File: config.mk
export PLATFORM = sky130hd
export DESIGN_NAME = xilinx_exit_status_uart_tx
export DESIGN_NICKNAME = d
export VERILOG_FILES = /design/src/rtl/xilinx_exit_status_uart_tx.sv
export SDC_FILE = /design/constraint.sdc
export NUM_CORES = 1
export LEC_CHECK = 0
export BUFFER_PORTS_ARGS = -buffer_cell sky130_fd_sc_hd__buf_2
export CORE_MARGIN = 10
export CORE_UTILIZATION = 45
export DETAILED_ROUTE_END_ITERATION = 10
export PLACE_DENSITY = 0.61
export SLEW_MARGIN = 20
export SYNTH_ARGS = -nofsm -noshare
export SYNTH_HDL_FRONTEND = slang
export SYNTH_SLANG_ARGS = --single-unit
File: constraint.sdc
create_clock -name clk_i -period 5.9 [get_ports clk_i]
set_input_delay 1.18 -clock clk_i [delete_from_list [all_inputs] [get_ports clk_i]]
set_output_delay 1.18 -clock clk_i [all_outputs]
set_load 0.03 [all_outputs]
File: src/rtl/xilinx_exit_status_uart_tx.sv
// Purpose: serialize the MCU exit value as a 6-byte 8N1 UART frame (SYNC, V[7:0]..V[31:24], XOR checksum).
// Latency: start bit on the line one cycle after the exit_valid_i rising edge; frame lasts 60*CLKS_PER_BIT cycles.
// Backpressure: none; one pending slot absorbs a trigger while busy, newer triggers overwrite it and set overrun_o.
module xilinx_exit_status_uart_tx #(
  parameter int         CLKS_PER_BIT = 434,
  parameter logic [7:0] SYNC_BYTE    = 8'hA5
) (
  input  logic        clk_i,
  input  logic        rst_ni,
  input  logic        exit_valid_i,
  input  logic [31:0] exit_value_i,
  output logic        uart_tx_o,
  output logic        busy_o,
  output logic        done_o,
  output logic        overrun_o,
  output logic [7:0]  frame_count_o
);

  localparam int             CW        = (CLKS_PER_BIT > 1) ? $clog2(CLKS_PER_BIT) : 1;
  localparam logic [CW-1:0]  BAUD_LAST = CW'(CLKS_PER_BIT - 1);
  localparam logic [2:0]     LAST_BYTE = 3'd5;

  typedef enum logic [1:0] {IDLE, START, DATA, STOP} state_t;

  state_t        state_q, state_nxt;
  logic [CW-1:0] baud_q, baud_nxt;
  logic [2:0]    bit_q, bit_nxt;
  logic [2:0]    byte_q, byte_nxt;
  logic [7:0]    shift_q, shift_nxt;
  logic [31:0]   cur_q, cur_nxt;
  logic [31:0]   pend_val_q, pend_val_nxt;
  logic          pend_vld_q, pend_vld_nxt;
  logic          prev_q;
  logic          done_q, done_nxt;
  logic          overrun_q, overrun_nxt;
  logic [7:0]    count_q, count_nxt;
  logic          tx_q, tx_nxt;
  logic          trig;
  logic          baud_done;

  // Byte idx of the frame: sync, the four value bytes LSB first, then their XOR.
  function automatic logic [7:0] frame_byte(input logic [2:0] idx, input logic [31:0] v);
    logic [7:0] b;
    case (idx)
      3'd1:    b = v[7:0];
      3'd2:    b = v[15:8];
      3'd3:    b = v[23:16];
      3'd4:    b = v[31:24];
      3'd5:    b = v[7:0] ^ v[15:8] ^ v[23:16] ^ v[31:24];
      default: b = SYNC_BYTE;
    endcase
    return b;
  endfunction

  assign trig      = exit_valid_i & ~prev_q;
  assign baud_done = (baud_q == BAUD_LAST);

  // Next-state, datapath and line level; the line is registered so the pin never glitches.
  always_comb begin
    state_nxt    = state_q;
    baud_nxt     = baud_q;
    bit_nxt      = bit_q;
    byte_nxt     = byte_q;
    shift_nxt    = shift_q;
    cur_nxt      = cur_q;
    pend_val_nxt = pend_val_q;
    pend_vld_nxt = pend_vld_q;
    overrun_nxt  = overrun_q;
    count_nxt    = count_q;
    done_nxt     = 1'b0;
    tx_nxt       = 1'b1;

    unique case (state_q)
      IDLE: begin
        if (trig || pend_vld_q) begin
          state_nxt = START;
          baud_nxt  = '0;
          byte_nxt  = 3'd0;
          shift_nxt = SYNC_BYTE;
          if (pend_vld_q) begin
            // Older pending value goes first; a same-cycle trigger refills the slot.
            cur_nxt = pend_val_q;
            if (trig) pend_val_nxt = exit_value_i;
            else      pend_vld_nxt = 1'b0;
          end else begin
            cur_nxt = exit_value_i;
          end
        end
      end
      START: begin
        if (baud_done) begin
          state_nxt = DATA;
          baud_nxt  = '0;
          bit_nxt   = 3'd0;
        end else begin
          baud_nxt  = baud_q + CW'(1);
        end
      end
      DATA: begin
        if (baud_done) begin
          baud_nxt  = '0;
          shift_nxt = {1'b0, shift_q[7:1]};
          if (bit_q == 3'd7) state_nxt = STOP;
          else               bit_nxt   = bit_q + 3'd1;
        end else begin
          baud_nxt  = baud_q + CW'(1);
        end
      end
      STOP: begin
        if (baud_done) begin
          baud_nxt = '0;
          if (byte_q != LAST_BYTE) begin
            state_nxt = START;
            byte_nxt  = byte_q + 3'd1;
            shift_nxt = frame_byte(byte_q + 3'd1, cur_q);
          end else begin
            state_nxt = IDLE;
            done_nxt  = 1'b1;
            count_nxt = count_q + 8'd1;
          end
        end else begin
          baud_nxt = baud_q + CW'(1);
        end
      end
      default: state_nxt = IDLE;
    endcase

    // A trigger while a frame is in flight lands in the single pending slot.
    if (state_q != IDLE && trig) begin
      pend_val_nxt = exit_value_i;
      pend_vld_nxt = 1'b1;
      if (pend_vld_q) overrun_nxt = 1'b1;
    end

    case (state_nxt)
      START:   tx_nxt = 1'b0;
      DATA:    tx_nxt = shift_nxt[0];
      default: tx_nxt = 1'b1;
    endcase
  end

  // State and datapath registers; reset returns the line high and drops any frame in progress.
  always_ff @(posedge clk_i or negedge rst_ni) begin
    if (!rst_ni) begin
      state_q    <= IDLE;
      baud_q     <= '0;
      bit_q      <= 3'd0;
      byte_q     <= 3'd0;
      shift_q    <= 8'd0;
      cur_q      <= 32'd0;
      pend_val_q <= 32'd0;
      pend_vld_q <= 1'b0;
      prev_q     <= 1'b0;
      done_q     <= 1'b0;
      overrun_q  <= 1'b0;
      count_q    <= 8'd0;
      tx_q       <= 1'b1;
    end else begin
      state_q    <= state_nxt;
      baud_q     <= baud_nxt;
      bit_q      <= bit_nxt;
      byte_q     <= byte_nxt;
      shift_q    <= shift_nxt;
      cur_q      <= cur_nxt;
      pend_val_q <= pend_val_nxt;
      pend_vld_q <= pend_vld_nxt;
      prev_q     <= exit_valid_i;
      done_q     <= done_nxt;
      overrun_q  <= overrun_nxt;
      count_q    <= count_nxt;
      tx_q       <= tx_nxt;
    end
  end

  assign uart_tx_o     = tx_q;
  assign busy_o        = (state_q != IDLE);
  assign done_o        = done_q;
  assign overrun_o     = overrun_q;
  assign frame_count_o = count_q;

endmodule
Yosys cells after proc, flatten, opt, wreduce, memory -nomap -nowiden

Index checks and enable logic that the tools add are counted.

Register bits: 102
Bits of input ports: 35
Logic and storage cells: 102

Add/subtract/negate cells: 4
Equality and inequality tests: 19
Multiplexer cells: 39
Bitwise operators: 6
Reductions and logical operators: 20

Operators with widths:

| kind                  | number |
|---|---|
| $mux W32              | 6 |
| $pmux W8 S5           | 1 |
| $mux W8               | 4 |
| $pmux W8 S3           | 1 |
| $xor A8 B8 Y8         | 3 |
| $mux W3               | 6 |
| $mux W9               | 2 |
| $pmux W9 S2           | 1 |
| $reduce_bool A2 Y1    | 7 |
| $ne A2 B2 Y1 const B  | 6 |
| $pmux W3 S2           | 2 |
| $reduce_and A4 Y1     | 3 |
| $mux W2               | 5 |
| $add A9 B1 Y9 const B | 1 |
| $eq A3 B3 Y1 const B  | 3 |
| $eq A9 B9 Y1 const B  | 1 |
| $mux W1               | 9 |
| $add A8 B1 Y8 const B | 1 |
| $pmux W2 S4           | 1 |
| $add A3 B1 Y3 const B | 2 |
| $eq A2 B2 Y1 const B  | 3 |
| $eq A3 B2 Y1 const B  | 2 |
| $reduce_and A2 Y1     | 3 |
| $reduce_and A5 Y1     | 1 |
| 12 further kinds      | 14 |

Logic depth before layout (Yosys ltp)

Depth in word-level cells: 8
Mapped depth: 9

Least setup slack after synthesis

No wires, ideal clock.

Path kind: input port to flip-flop
From: input exit_valid_i
To: register pend_val_q[10]
Arrival time: 2.262 ns
Data required time: 5.775 ns
Path slack: 3.513 ns
Cell stages on the path: 4
Path buffers: 1
Cells stage by stage: nor2b_1 -> o21ai_1 -> clkbuf_1 -> mux2_2

Word-level cells in the longest chain between the ends: 4
Elaborated cells between the ends (all ways): 9
Those cells by class: mux (1); bitwise (1); reduce/logical (7)

RTL lines:

| what                                                             | line    | text |
|---|---|---|
| from (decl)                                                      | 10      | `input logic exit_valid_i,` |
| $and A1 B1 Y1 *                                                  | 55      | `assign trig = exit_valid_i & ~prev_q;` |
| $logic_and A1 B1 Y1 / $logic_or A1 B1 Y1 (equally long branches) | 129, 75 |  |
| $reduce_bool A2 Y1 (no line)                                     | --      |  |
| $reduce_and A4 Y1 (no line)                                      | --      |  |
| to (signal assigned)                                             | 165     | `pend_val_q <= pend_val_nxt;` |
| to (decl)                                                        | 31      | `logic [31:0] pend_val_q, pend_val_nxt;` |

Mark *: on every way between the ends. The rest lies on a longest branch, timed or not.
A chain may end at the register's enable or synchronous reset.

Worst setup path after layout

From: register state_q[0]
To: output busy_o

Word-level cells in the longest chain between the ends: 1

RTL lines:

| what                   | line | text |
|---|---|---|
| from (decl)            | 25   | `state_t state_q, state_nxt;` |
| from (signal assigned) | 159  | `state_q <= state_nxt;` |
| $reduce_bool A2 Y1     | 176  | `assign busy_o = (state_q != IDLE);` |
| to (decl)              | 13   | `output logic busy_o,` |

Every way passes these cells.

==> impl_metrics.tcl <==
set metrics [dict create \
    outcome "completed" \
    antenna_cells 0 \
    detail_route.drc_violations 0 \
    cts_max_level 3 \
    average_size_of_a_mapped_cell_um2 10.9 \
    hold-worst-slack_ps 472 \
    cp-start-kind "flop" \
    wl_per_cell_um 15.4 \
    clkSinkCount 102 \
    timing_max_transition_violations_final 0 \
    grt_pass1_wl_um 17600 \
    synthToLayoutAreaGrowth_pct 10.2 \
    worst_ep_arrival_time_ps 1670 \
    globalplace.congestion 0.793 \
    mostFrequentLayoutCells "sky130_fd_sc_hd__dfrtp_1, sky130_fd_sc_hd__o21ai_0, sky130_fd_sc_hd__nand2_1" \
    first_iter_violations 215 \
    initial_utilization_pct 46.2 \
    route.detailed.vias_per_inst 5.36 \
    drt-pass1-iter-count 8 \
    setup_viol 0 \
    leading_cell_type_in_the_layout_fill_and_taps_excluded "sky130_fd_sc_hd__dfrtp_1" \
    remaining_antenna_violation_count_after_routing 0 \
    finalHoldViolations 0 \
    dieHeight_um 126 \
    rsz0062_at_grt "no" \
    worst_clock_skew_ps 8.34 \
    syn-instance-count 463 \
    row_count 38 \
    cts_hold_repair.buffers 0 \
    die_area_um2 15800 \
    number_of_antenna_violations_at_the_first_check_in_global_routing 0 \
    clockBufferDepth 2 \
    hp-class "reg2reg" \
    design.core.area_um2 10900 \
    timing_limited_maximum_frequency_ghz 0.350 \
    peakVddDrop_uv 226 \
    finalSetupTns_ps 0 \
    max_cap_violations 0 \
    power_density_nw_per_um2 304 \
    ctsRootBufferMaster "sky130_fd_sc_hd__clkbuf_8" \
    setup.worst_path.end_class "output port" \
    fin_total_pwr_w 0.00169 \
    ys.warnings.count 0 \
    clk_pin_slew_ps 90 \
    async_flop_share_pct 100 \
    final_critical_path_setup_slack_ps 3050 \
    vias 3435 \
    dpl_worst_slack_ps 2720 \
    postSynthRegisterBits 102 \
    synth_cell_type_count 50 \
    ios 47 \
    grt_start_max_net_pins 66 \
    first_global_vias 3582 \
    crit_type "reg2out" \
    seq_area_frac_synth_pct 50.7 \
    synth_area_um2 5030 \
    dp_hpwl_um 7020 \
    inserted_clock_buffers 9 \
    final_util_pct 51.0 \
    crit_required_ps 4720 \
    cts_tree "built" \
    commonest_register_cell_after_synthesis "sky130_fd_sc_hd__dfrtp_1" \
    post_cts.repair.setup_buffers 0 \
    overflow 0 \
    width_of_the_die_um 126 \
    period_share_pct 48.4 \
    fin_crit_ps 2850 \
    globalRouteTotalUtil_pct 13.1 \
    max_slew.worst_pin.slew_ps 1090 \
    nets 541 \
    synth_nets 508 \
    final_layout_size_suffix_gt1_share_pct 22.2 \
    ctsResizeCount 0 \
    worst-path-max-fanout 12 \
    port_buffers 46 \
    maxSlewHeadroom_pct 27.1 \
    synth_edf_count 0 \
    clkLatencyLatePin_ps 370 \
    p_leak_nw 2.65 \
    finalWirelength_um 9890 \
]
-- metal layers --
layer	wire, um	track usage (%)
met1	4550	16.5
met2	4910	22.1
met3	324	2.98
met4	97	3.42
met5	0	0
-- worst max-delay path: stages (launching register included) --
cell and delay, ps:
sky130_fd_sc_hd__dfrtp_1 490, sky130_fd_sc_hd__nor2_1 280, sky130_fd_sc_hd__inv_1 280, sky130_fd_sc_hd__buf_2 260
-- sequential cells by signal (all words and copies together) (netlist names) --
register / flops
prev_q: 1
pend_val_q: 32
shift_q: 8
frame_count_o: 8
byte_q: 3
bit_q: 3
done_o: 1
uart_tx_o: 1
state_q: 2
baud_q: 9
cur_q: 32
pend_vld_q: 1
overrun_o: 1
-- final cells by class --
type	count	area [um^2]
clock buffer	10	128
sequential	102	2550
tap	140	175
timing repair buffer	49	255
clock inverter	6	46.3
fill	1016	5340
inverter	9	33.8
multi-input combinational	325	2360
-- worst paths after layout --
path	from	to	slack (ps)	depth (start not counted)
setup reg to reg	byte_q[0]$_DFFE_PN0P_	shift_q[0]$_DFF_PN0_	3250	6
setup / recovery	state_q[0]$_DFF_PN0_	busy_o	3050	3
hold / removal	frame_count_o[7]$_DFFE_PN0P_	frame_count_o[7]$_DFFE_PN0P_	470	1
min in group asynchronous	rst_ni	baud_q[5]$_DFFE_PN0P_	800	1
max in group asynchronous	rst_ni	pend_vld_q$_DFFE_PN0P_	3960	2
hold reg to reg	frame_count_o[7]$_DFFE_PN0P_	frame_count_o[7]$_DFFE_PN0P_	470	1
-- cell usage after synthesis (2+ instances only) --
master	instances	area [um^2]
sky130_fd_sc_hd__o21ai_0	54	270
sky130_fd_sc_hd__mux2i_1	34	340
sky130_fd_sc_hd__nand4_1	6	37.5
sky130_fd_sc_hd__a221oi_1	2	17.5
sky130_fd_sc_hd__and3_2	2	15.0
sky130_fd_sc_hd__o21ai_1	3	15.0
sky130_fd_sc_hd__a22o_1	5	43.8
sky130_fd_sc_hd__and3_1	5	31.3
sky130_fd_sc_hd__xnor2_1	24	210
sky130_fd_sc_hd__nand2b_1	5	31.3
sky130_fd_sc_hd__nand2_1	51	191
sky130_fd_sc_hd__a222oi_1	8	80.1
sky130_fd_sc_hd__a31oi_1	2	12.5
sky130_fd_sc_hd__a2bb2oi_1	2	17.5
sky130_fd_sc_hd__o211ai_1	3	22.5
sky130_fd_sc_hd__a22oi_1	8	60.1
sky130_fd_sc_hd__nor2_1	20	75.1
sky130_fd_sc_hd__buf_1	4	15.0
sky130_fd_sc_hd__ha_1	10	125
sky130_fd_sc_hd__nand3_1	7	35.0
sky130_fd_sc_hd__o31ai_1	3	22.5
sky130_fd_sc_hd__nor3_1	4	20.0
sky130_fd_sc_hd__clkbuf_1	21	78.8
sky130_fd_sc_hd__a21oi_1	6	30.0
sky130_fd_sc_hd__inv_1	9	33.8
sky130_fd_sc_hd__mux2_2	35	394
sky130_fd_sc_hd__dfrtp_1	101	2530
sky130_fd_sc_hd__xor2_1	7	61.3
-- report_power, final --
part | leakage [nW] | internal (W) | switching [W] | total [W]
sequential | 1.27 | 0.000819 | 0.000107 | 0.000926
clock | 0.0886 | 0.000157 | 0.000243 | 0.000400
combinational | 1.29 | 0.000198 | 0.000164 | 0.000362
-- through the flow --
| stage | cell area (um^2) | instances |
|---|---|---|
| floorplan | 5030 | 463 |
| global placement | 5370 | 625 |
| detailed placement | 5370 | 625 |
| CTS | 5550 | 641 |
| global route | 5550 | 641 |
| finish | 5550 | 641 |
-- logic make-up after synthesis --
kind of cell / after synthesis / synth area share [%]
and+or+nand+nor: 110 / 10.6
AOI/OAI and AO/OA: 104 / 13.1
DFF: 102 / 50.7
muxes: 69 / 14.6
buffers and inverters: 36 / 2.86
xor gates and xnor gates: 31 / 5.39
adders and majority gates: 11 / 2.68
No activity file was read; power rests on OpenSTA's default activity.
